### src/rtl/mcu_pkg.sv
// Shared definitions for the MCU output-port distribution path.
package mcu_pkg;

    localparam int unsigned NUM_CH = 4;
    localparam int unsigned SEL_W  = 2;

    typedef logic [SEL_W-1:0] ch_sel_t;

    // One-hot decode of a channel select.
    function automatic logic [NUM_CH-1:0] sel_onehot(input ch_sel_t sel);
        return NUM_CH'(1) << sel;
    endfunction

endpackage

### src/rtl/demux_slot_nb.sv
// One-entry holding register for a single distributor output channel.
module demux_slot_nb #(
    parameter int unsigned n = 8
) (
    input  logic         clk,
    input  logic         rst_n,
    input  logic         fill,
    input  logic [n-1:0] din,
    input  logic         out_ready,
    output logic         out_valid,
    output logic [n-1:0] dout,
    output logic         slot_rdy
);

    // Slot can take a word when empty or when the sink drains it this cycle.
    assign slot_rdy = ~out_valid | out_ready;

    // Fill wins over drain; a drain alone clears the flag but keeps the data.
    always_ff @(posedge clk or negedge rst_n) begin
        if (!rst_n) begin
            out_valid <= 1'b0;
            dout      <= '0;
        end else if (fill) begin
            out_valid <= 1'b1;
            dout      <= din;
        end else if (out_ready) begin
            out_valid <= 1'b0;
        end
    end

endmodule

### src/rtl/demux_1t4_nb.sv
// Registered 1-to-4 distributor with a one-entry slot per output channel.
module demux_1t4_nb
    import mcu_pkg::*;
#(
    parameter int unsigned n = 8
) (
    input  logic              clk,
    input  logic              rst_n,
    input  logic              in_valid,
    output logic              in_ready,
    input  logic [1:0]        in_sel,
    input  logic [n-1:0]      in_data,
    output logic [NUM_CH-1:0] out_valid,
    input  logic [NUM_CH-1:0] out_ready,
    output logic [n-1:0]      out_data0,
    output logic [n-1:0]      out_data1,
    output logic [n-1:0]      out_data2,
    output logic [n-1:0]      out_data3,
    output logic              busy
);

    logic [NUM_CH-1:0] slot_rdy;
    logic [NUM_CH-1:0] fill;
    logic [n-1:0]      dout [NUM_CH];
    logic              accept;

    // Readiness follows only the selected channel's slot.
    assign in_ready = slot_rdy[in_sel];
    assign accept   = in_valid & in_ready;
    assign fill     = accept ? sel_onehot(ch_sel_t'(in_sel)) : '0;

    for (genvar k = 0; k < NUM_CH; k++) begin : g_slot
        demux_slot_nb #(.n(n)) u_slot (
            .clk       (clk),
            .rst_n     (rst_n),
            .fill      (fill[k]),
            .din       (in_data),
            .out_ready (out_ready[k]),
            .out_valid (out_valid[k]),
            .dout      (dout[k]),
            .slot_rdy  (slot_rdy[k])
        );
    end

    assign out_data0 = dout[0];
    assign out_data1 = dout[1];
    assign out_data2 = dout[2];
    assign out_data3 = dout[3];

    assign busy = |out_valid;

endmodule
### config.mk
export PLATFORM = sky130hd
export DESIGN_NAME = demux_1t4_nb
export DESIGN_NICKNAME = d
export VERILOG_FILES = /design/src/rtl/mcu_pkg.sv /design/src/rtl/demux_slot_nb.sv /design/src/rtl/demux_1t4_nb.sv
export SDC_FILE = /design/constraint.sdc
export NUM_CORES = 1
export LEC_CHECK = 0
export CAP_MARGIN = 20
export CORE_MARGIN = 3
export CORE_UTILIZATION = 46
export DETAILED_ROUTE_END_ITERATION = 12
export PLACE_DENSITY = 0.83
export SYNTH_ARGS = -nofsm -noshare
export SYNTH_HDL_FRONTEND = slang
export SYNTH_SLANG_ARGS = --single-unit
### constraint.sdc
create_clock -name clk -period 2.6 [get_ports clk]
set_input_delay 0.52 -clock clk [delete_from_list [all_inputs] [get_ports clk]]
set_output_delay 0.52 -clock clk [all_outputs]
set_load 0.005 [all_outputs]
==> results <==
## cells by family after synthesis
kind of cell | Yosys count
buf+inv | 7
flops | 36
simple gates | 16
mux | 33
compound gates | 1
## cell usage after synthesis (all sizes together)
library cell,n
dfrtp,36
nand2,5
mux4,1
nand2b,4
nand3b,1
mux2,32
nand3,1
buf,7
o21ai,1
nor2b,2
nor3b,1
and3,1
or4,1
## critical path: stages
cell	delay [ns]
clkdlybuf4s50_1	0.39
nand2b_1	0.18
mux4_2	0.47
clkdlybuf4s50_1	0.45
## worst max-delay path by stage
stage,from,end,slack [ns],cells past startpoint
after floorplan,in_sel[1],in_ready,0.89,2
after global placement,out_ready[1],in_ready,0.09,4
after detailed placement,out_ready[0],in_ready,0.06,4
after CTS,out_ready[1],in_ready,0.05,4
after global routing,out_ready[2],in_ready,0.03,4
final,out_ready[1],in_ready,0.06,4
## registers in the layout (all words and copies together) (netlist names)
register	count
g_slot.u_slot.dout	32
g_slot.u_slot.out_valid	4
## where the power goes
part / switching [mW] / internal (mW)
Combinational: 0.121 / 0.297
Clock: 0.175 / 0.132
Sequential: 0.0568 / 0.669
## per-layer routing
metal | track usage (%) | vias up | wire length, um
met4 | 8.79 | 0 | 61
met1 | 22.4 | 465 | 1210
met3 | 5.99 | 7 | 187
met2 | 30.3 | 35 | 1590
met5 | 0 | - | 0
li1 | - | 436 | -
## area by class of cell
type,count,area (um2)
clock inverter,1,7.51
fill,221,817
tap,42,52.6
clock buffer,7,55.1
multi-input combinational,50,493
sequential,36,901
timing repair buffer,56,551
## metrics by stage
step	setup slack, ns	area (um2)	hold WS, ns
2_1_floorplan	0.892	1440	0.224
3_3_place_gp	0.0906	2000	0.487
3_5_place_dp	0.0611	2000	0.494
4_1_cts	0.0501	2060	0.272
5_1_grt	0.0279	2060	0.271
6_report	0.0646	2060	0.256
==> metrics.md <==
| Metric | Value |
|---|---|
| Reg2reg end | `g_slot[1].u_slot.dout[5]$_DFFE_PN0P_` |
| Post-CTS Hold Buffers | `0` |
| Synth Area in Simple Gates | `~7.3%` |
| Wire per inst | `about 16 um` |
| Max Cap Viol | `0` |
| Mux cell area share after synthesis | `approximately a quarter` |
| WS Path Type | `primary input to output port` |
| Total number of vias | `between 900 and 1000` |
| Clock skew | `0.00876 ns` |
| Critical Path Fanout Max | `3` |
| Antenna Nets Post-Route | `0` |
| H-Tree Depth | `2` |
| Net count after synthesis | `110` |
| Sequential area share after synthesis | `between 60% and 70%` |
| Non-Filler Instances | `~190` |
| Post_cts resized | `0` |
| Power per standard cell area | `just over 700 nW/um2` |
| Area growth, synth to finish | `43.1%` |
| Final net count | `roughly 170` |
| Clock-pin slew of the registers on the worst-case setup and hold paths | `0.10 ns` |
| Outcome | `complete, no violations` |
| First-pass detailed-route iteration total | `2` |
| CTS tree | `yes` |
| I/O Buffers | `54` |
| Required @ worst endpoint | `2.08 ns` |
| Worst R2R Start | `g_slot[1].u_slot.out_valid$_DFFE_PN0P_` |
| Initial antenna violation count | `0` |
| CTS Buffer Depth | `2` |
| R2R Setup Slk | `roughly 1.1 ns` |
| Synth unique cells | `14` |
| Synthesized netlist cell count | `between 90 and 100` |
| WL final | `between 3000 and 4000 um` |
| First DRT Iteration DRCs | `18` |
| Largest family of logic cells by synthesized area | `multiplexers` |
| Worst Hold Class | `primary input to asynchronous set/reset pin` |
| Syn. warnings | `0` |
| Post-CTS Setup Repair Bufs | `0` |
| Worst reg2reg path depth | `3` |
| Max Freq | `just under 400 MHz` |
| Vias in the first global route | `a little over 1000` |
| Synth area leaders | `dfrtp_1, mux2_2, buf_4` |
| Commonest non-fill, non-tap cell in the layout | `clkdlybuf4s50_1` |
| Setup tns final | `0 ns` |
| Initial Util | `50.0%` |
| Layout Utilization | `71.6%` |
| Die extent in x | `61.9 um` |
| Die height | `just over 60 um` |
| Die area | `between 3000 and 4000 um2` |
| Final Max Slew Viols | `0` |
| I/O pins | `55` |
| Compound-gate portion of the synthesized area | `0.348%` |
| Worst-Margin Slew | `about 0.77 ns` |
| Largest net degree at the start of global routing | `37` |
| Worst setup SP type | `primary input` |
| Total power | `~1.5 mW` |
| Slew margin rel. | `49.0%` |
| Synth area leader | `dfrtp_1` |
| Peak VDD IR | `0.480 mV` |
| Rows | `19` |
| Fin. Hold Viols | `0` |
| Synth Area in XOR/XNOR | `0%` |
| Post-route clock period utilization | `a little over nine tenths` |
| CTS Sinks | `36` |
| Total gr overflow | `0` |
| Vias per Instance | `~4.9` |
| CP Data Arrival Time | `between 2 and 2.5 ns` |
| Clock latency on the worst-skew pair | `roughly 0.33 ns` |
| Commonest non-fill, non-tap cells in the layout | `clkdlybuf4s50_1, dfrtp_1, mux2_2, nand2_1, clkbuf_4` |
| Synth top area share | `a little over three fifths` |
| Root buf cell | `clkbuf_4` |
| N_diodes | `0` |
| Post-detail-place hpwl | `around 2300 um` |
| DRC errors left | `0` |
| RSZ-0062 raised after global routing | `no` |
| Cells after DPL | `184` |
| Core outline area | `2880 um2` |
| First-pass GRT wire length | `just under 5000 um` |
| CTS buffer count | `5` |
| Worst setup EP type | `output port` |
| #FFs+latches synth | `36` |
| Avg Synthesized Cell Area | `around 15 um2` |
| Min Tclk post-route | `around 2.5 ns` |
| Final setup viols | `0` |
| Adder-cell share of the synthesized area | `0%` |
| Final Wtd Congestion | `0.842` |
| Leak pwr | `about 0.86 nW` |
| Layout cells sized above 1 | `30.0%` |
| Mapped Area | `approximately 1400 um2` |
| Total GRT Usage | `between 10% and 20%` |
Power figures use the tool's default switching activity.
